**config.mk**
```make
export PLATFORM = sky130hd
export DESIGN_NAME = instr_fetcher
export DESIGN_NICKNAME = d
export VERILOG_FILES = /design/src/rtl/common_pkg.sv /design/src/rtl/instr_decd_pkg.sv /design/src/rtl/sync_fifo_regs.sv /design/src/rtl/instr_fetcher.sv
export SDC_FILE = /design/constraint.sdc
export NUM_CORES = 1
export LEC_CHECK = 0
export CAP_MARGIN = 20
export CORE_MARGIN = 2
export CORE_UTILIZATION = 50
export DETAILED_ROUTE_END_ITERATION = 10
export GPL_ROUTABILITY_DRIVEN = 0
export PLACE_DENSITY = 0.72
export SLEW_MARGIN = 20
export SYNTH_ARGS = -nofsm -noshare
export SYNTH_HDL_FRONTEND = slang
export SYNTH_SLANG_ARGS = --single-unit
```
**constraint.sdc**
```tcl
create_clock -name clk -period 2.9 [get_ports clk]
set_input_delay 0.435 -clock clk [delete_from_list [all_inputs] [get_ports clk]]
set_output_delay 0.435 -clock clk [all_outputs]
set_load 0.05 [all_outputs]
```
**src/rtl/common_pkg.sv**
```systemverilog
// rtl/common_pkg.sv - project-wide constants shared by all blocks
package common_pkg;

  localparam logic RESET_STATE = 1'b0;

endpackage

```
**src/rtl/instr_decd_pkg.sv**
```systemverilog
// rtl/instr_decd_pkg.sv - instruction word layout, opcodes and field helpers
package instr_decd_pkg;

  localparam int INSTR_L  = 32;
  localparam int OPCODE_L = 4;

  typedef enum logic [OPCODE_L-1:0] {
    OP_NOP  = 4'h0,
    OP_LOAD = 4'h1,
    OP_STOR = 4'h2,
    OP_ADD  = 4'h3,
    OP_MUL  = 4'h4,
    OP_JMP  = 4'h5,
    OP_END  = 4'hF
  } opcode_e;

  function automatic logic [OPCODE_L-1:0] opcode_of(input logic [INSTR_L-1:0] instr);
    return instr[INSTR_L-1 -: OPCODE_L];
  endfunction

endpackage

```
**src/rtl/sync_fifo_regs.sv**
```systemverilog
// rtl/sync_fifo_regs.sv - register-based synchronous FIFO with combinational head read
module sync_fifo_regs
  import common_pkg::*;
#(
  parameter int DEPTH = 4,
  parameter int WIDTH = 32
) (
  input  logic                     clk,
  input  logic                     rst,
  input  logic                     push,
  input  logic                     pop,
  input  logic [WIDTH-1:0]         wdata,
  output logic [WIDTH-1:0]         rdata,
  output logic [$clog2(DEPTH):0]   count,
  output logic                     full,
  output logic                     empty
);

  localparam int PTR_W = $clog2(DEPTH);
  localparam logic [PTR_W-1:0] PTR_ONE   = PTR_W'(1);
  localparam logic [PTR_W:0]   CNT_ONE   = (PTR_W+1)'(1);
  localparam logic [PTR_W:0]   CNT_DEPTH = (PTR_W+1)'(DEPTH);

  logic [PTR_W-1:0] rd_ptr_q, rd_ptr_d;
  logic [PTR_W-1:0] wr_ptr_q, wr_ptr_d;
  logic [PTR_W:0]   count_q, count_d;
  logic [WIDTH-1:0] mem_q [DEPTH];
  logic [WIDTH-1:0] mem_d [DEPTH];
  logic             do_push, do_pop;

  always_comb begin
    full    = (count_q == CNT_DEPTH);
    empty   = (count_q == '0);
    do_push = push & ~full;
    do_pop  = pop & ~empty;
    mem_d    = mem_q;
    wr_ptr_d = wr_ptr_q;
    rd_ptr_d = rd_ptr_q;
    count_d  = count_q;
    if (do_push) begin
      mem_d[wr_ptr_q] = wdata;
      wr_ptr_d        = wr_ptr_q + PTR_ONE;
    end
    if (do_pop) begin
      rd_ptr_d = rd_ptr_q + PTR_ONE;
    end
    case ({do_push, do_pop})
      2'b10:   count_d = count_q + CNT_ONE;
      2'b01:   count_d = count_q - CNT_ONE;
      default: count_d = count_q;
    endcase
    rdata = empty ? '0 : mem_q[rd_ptr_q];
    count = count_q;
  end

  always_ff @(posedge clk) begin
    if (rst == RESET_STATE) begin
      rd_ptr_q <= '0;
      wr_ptr_q <= '0;
      count_q  <= '0;
    end else begin
      rd_ptr_q <= rd_ptr_d;
      wr_ptr_q <= wr_ptr_d;
      count_q  <= count_d;
    end
  end

  // Storage is never read while empty, so it needs no reset.
  always_ff @(posedge clk) begin
    mem_q <= mem_d;
  end

endmodule

```
**src/rtl/instr_fetcher.sv**
```systemverilog
// rtl/instr_fetcher.sv - buffers fetched instruction words for the decoder, stops on END
module instr_fetcher
  import instr_decd_pkg::*;
  import common_pkg::*;
#(
  parameter int                    DEPTH      = 4,
  parameter int                    INSTR_W    = INSTR_L,
  parameter int                    OPCODE_W   = OPCODE_L,
  parameter logic [OPCODE_W-1:0]   END_OPCODE = OPCODE_W'(OP_END)
) (
  input  logic               clk,
  input  logic               rst,
  input  logic               start,
  input  logic               instr_vld_in,
  input  logic [INSTR_W-1:0] instr_in,
  output logic               fetcher_rdy,
  output logic [INSTR_W-1:0] instr_out,
  output logic               instr_out_vld,
  input  logic               decoder_rdy,
  output logic               busy,
  output logic               done
);

  localparam int CNT_W = $clog2(DEPTH) + 1;
  localparam logic [CNT_W-1:0] CNT_ONE = CNT_W'(1);

  typedef enum logic [1:0] {
    S_IDLE  = 2'd0,
    S_FETCH = 2'd1,
    S_DRAIN = 2'd2,
    S_DONE  = 2'd3
  } state_e;

  state_e             state_q, state_d;
  logic               word_acc, is_end;
  logic               fifo_push, fifo_pop;
  logic               fifo_full, fifo_empty;
  logic [CNT_W-1:0]   fifo_count;
  logic [INSTR_W-1:0] fifo_rdata;

  sync_fifo_regs #(
    .DEPTH (DEPTH),
    .WIDTH (INSTR_W)
  ) u_fifo (
    .clk   (clk),
    .rst   (rst),
    .push  (fifo_push),
    .pop   (fifo_pop),
    .wdata (instr_in),
    .rdata (fifo_rdata),
    .count (fifo_count),
    .full  (fifo_full),
    .empty (fifo_empty)
  );

  always_comb begin
    state_d       = state_q;
    // rdy depends only on state and stored count, never on this cycle's inputs.
    fetcher_rdy   = (state_q == S_FETCH) & ~fifo_full;
    word_acc      = instr_vld_in & fetcher_rdy;
    is_end        = (instr_in[INSTR_W-1 -: OPCODE_W] == END_OPCODE);
    fifo_push     = word_acc & ~is_end;
    instr_out_vld = ~fifo_empty;
    instr_out     = fifo_rdata;
    fifo_pop      = instr_out_vld & decoder_rdy;
    busy          = (state_q == S_FETCH) | (state_q == S_DRAIN);
    done          = (state_q == S_DONE);
    case (state_q)
      S_IDLE:  if (start) state_d = S_FETCH;
      S_FETCH: if (word_acc && is_end) state_d = S_DRAIN;
      // Leave DRAIN as soon as the buffer will be empty after this cycle's pop.
      S_DRAIN: if (fifo_count == '0 || (fifo_count == CNT_ONE && fifo_pop)) state_d = S_DONE;
      S_DONE:  if (start) state_d = S_FETCH;
      default: state_d = S_IDLE;
    endcase
  end

  always_ff @(posedge clk) begin
    if (rst == RESET_STATE) begin
      state_q <= S_IDLE;
    end else begin
      state_q <= state_d;
    end
  end

endmodule
```
==> results.json <==
{
  "max_cap_violations": 0,
  "dp_cells": 488,
  "status": "finished, final reports clean",
  "drive_gt1_share_pct": 29.47,
  "worst-setup-path-type": "flip-flop to output port",
  "final_common_cell": "edfxtp_1",
  "synthCells": 275,
  "synth_xor_area_share_pct": 0.7920,
  "max_freq_mhz": 367.1,
  "drt_pass1_iterations": 4,
  "critPathBufInv": 2,
  "wirelength_um": 9758,
  "endpoint_kind": "output port",
  "vdd_drop_max_mv": 0.5782,
  "clock-sinks": 137,
  "final_cell_mix": "128 x edfxtp_1, 39 x clkdlybuf4s50_1, 38 x and2_1",
  "synthToLayoutAreaGrowth_pct": 34.42,
  "ys_ff_latch": 137,
  "synthDistinctLibCells": 27,
  "slowest_delay_ps": 580,
  "synth-seq-area-share_pct": 72.78,
  "fin_skew_ps": 12.86,
  "dpl-instance-area_um2": 6795,
  "overflow": 0,
  "fillers": 686,
  "die_h_um": 109.2,
  "synth_top_family_by_area": "multiplexers",
  "crit_path_max_fanout": 13,
  "slew_headroom_pct": 66.80,
  "hold_class": "flip-flop to flip-flop",
  "hold_buffers": 0,
  "startpoint_type": "flip-flop",
  "first_iter_violations": 183,
  "synth_fa_ha_area_share_pct": 2.942,
  "leakage_nw": 2.522,
  "die_area_um2": 11910,
  "yosys-mux-area-fraction_pct": 13.85,
  "period_share_pct": 93.94,
  "h-tree-depth": 4,
  "grt_max_degree": 21,
  "utilization_pct": 68.86,
  "via_per_inst": 5.262,
  "slew_viol_final": 0,
  "wl_met1_um": 4189,
  "wl_met2_um": 5045,
  "place.port_buffers": 72,
  "synth_top_cells_by_area": "edfxtp_1 70%, mux4_2 11%, and2_1 4.8%, dfxtp_1 3.3%, ha_1 2.9%",
  "total_power_mw": 7.241,
  "grt_pass1_vias": 2829,
  "cts_inserted_buffers": 17,
  "synth.largest_area_cell": "edfxtp_1",
  "yosysWarnings": 0,
  "fin_area_um2": 7432,
  "finalSetupViolations": 0,
  "top_layer": "met4",
  "synth-compound-area-share_pct": 1.245,
  "grt_pass1_wl_um": 15450,
  "pin_count": 73,
  "slowest_stage": "dfxtp_2",
  "fin_nets": 417,
  "initial_core_util_pct": 51.23,
  "finalCriticalPeriod_ps": 2724,
  "drcViolationCount": 0,
  "syn_avg_cell_area_um2": 20.11,
  "path_clk_slew_ps": 60,
  "rows": 38,
  "netlist.area_leader.share_pct": 69.52,
  "die_w_um": 109.2,
  "crit_path_cell_trace": "buf_4 -> mux4_2 -> and2_1 -> buf_12",
  "worstPathArrival_ps": 2290,
  "grt_use_total_pct": 18.18,
  "fin_ws_ps": 175.8,
  "cts_tree": "built",
  "syn-num-nets": 325,
  "antenna_found_initial": 0,
  "post_cts_buffers": 0,
  "wl_per_cell_um": 18.77,
  "path_delay_family": "flip-flops",
  "cp.required_ps": 2470,
  "dpl_worst_slack_ps": 467.6,
  "detail-route-antenna-nets": 0,
  "synth_area_um2": 5529,
  "wl_met3_um": 449,
  "finalSetupTns_ps": 0,
  "fin_cells": 520,
  "cts_buffer_depth": 2,
  "worst_slew_pin_slew_ps": 496.4,
  "rsz0062_at_grt": "no",
  "dpl.hpwl_um": 6128,
  "cts_resized": 0,
  "cts-root-buf": "clkbuf_8",
  "synth_simple_gate_area_share_pct": 5.793,
  "worstSkewPairLatency_ps": 520,
  "core_um2": 10790,
  "p_per_area_nw_per_um2": 974.3,
  "diodes": 0,
  "hold_slack_ps": 513.3,
  "hold_viol": 0,
  "via_count": 2736
}
==> registers in the layout, summed over array words and instances, names as in the netlist <==
signal,cells
u_fifo.wr_ptr_q,2
state_q,2
u_fifo.count,3
u_fifo.mem_q,128
u_fifo.rd_ptr_q,2
==> cell type report <==
cell class	count	area [um2]	share of cell area, %
clock buffer	18	417.9	5.623
clock inverter	14	219.0	2.946
inverter	9	33.78	0.4545
multi-input combinational	116	1366	18.38
sequential	137	4026	54.18
tap	140	175.2	2.357
timing repair buffer	86	1194	16.06
==> worst min-delay path: cells and delay by family (launching register included) <==
family           cells  cell delay (ps)
muxes                1               50
DFF                  1              340
and+or+nand+nor      1               70
==> cells by family (layout without fill, tap and decap cells) <==
logic type               after synthesis  in the layout
AO/OA/AOI/OAI                         10             10
XOR/XNOR                               5              5
adder cells (fa/ha/maj)               13             13
buffers and inverters                 22            127
flip-flops                           137            137
multiplexers                          35             35
AND/OR/NAND/NOR                       53             53
==> where the power goes <==
group	total (mW)	switching [mW]	leakage [nW]	internal, mW
combinational	2.56	1.34	0.996	1.22
sequential	2.38	0.0827	1.23	2.30
clock	2.30	0.807	0.296	1.49
total	7.24	2.23	2.52	5.01
==> cell usage after synthesis <==
| cell | count |
|---|---|
| o221a_2 | 1 |
| nand3_1 | 1 |
| inv_1 | 9 |
| buf_12 | 3 |
| dfxtp_1 | 9 |
| nand4_1 | 1 |
| mux2i_1 | 3 |
| nor2b_1 | 2 |
| clkbuf_1 | 5 |
| o21ai_0 | 4 |
| a21boi_1 | 1 |
| o211a_1 | 1 |
| ha_1 | 13 |
| o31ai_1 | 1 |
| mux4_1 | 4 |
| or3_1 | 1 |
| and3_1 | 1 |
| buf_2 | 4 |
| a21oi_1 | 1 |
| and2_1 | 42 |
| buf_6 | 1 |
| a21boi_0 | 1 |
| nand2b_1 | 1 |
| xnor2_1 | 5 |
| mux4_2 | 28 |
| nand2_1 | 4 |
| edfxtp_1 | 128 |
==> final timing paths <==
path                                    from                            to  slack [ps]  depth (start not counted)
max          u_fifo.rd_ptr_q[0]$_SDFFE_PN0P_                 instr_out[23]         180                          4
min                  state_q[1]$_SDFFE_PN0P_       state_q[1]$_SDFFE_PN0P_         510                          2
max reg2reg     u_fifo.count[0]$_SDFFE_PN0P_  u_fifo.count[2]$_SDFFE_PN0P_         650                          8
min reg2reg          state_q[1]$_SDFFE_PN0P_       state_q[1]$_SDFFE_PN0P_         510                          2
==> metal layers <==
layer  vias up  global-route usage (%)
li1       1260                       -
met1      1399                   23.47
met2        69                   29.33
met3         8                   5.798
met4         0                   6.227
met5         -                       0
No activity file was read; power rests on OpenSTA's default activity.
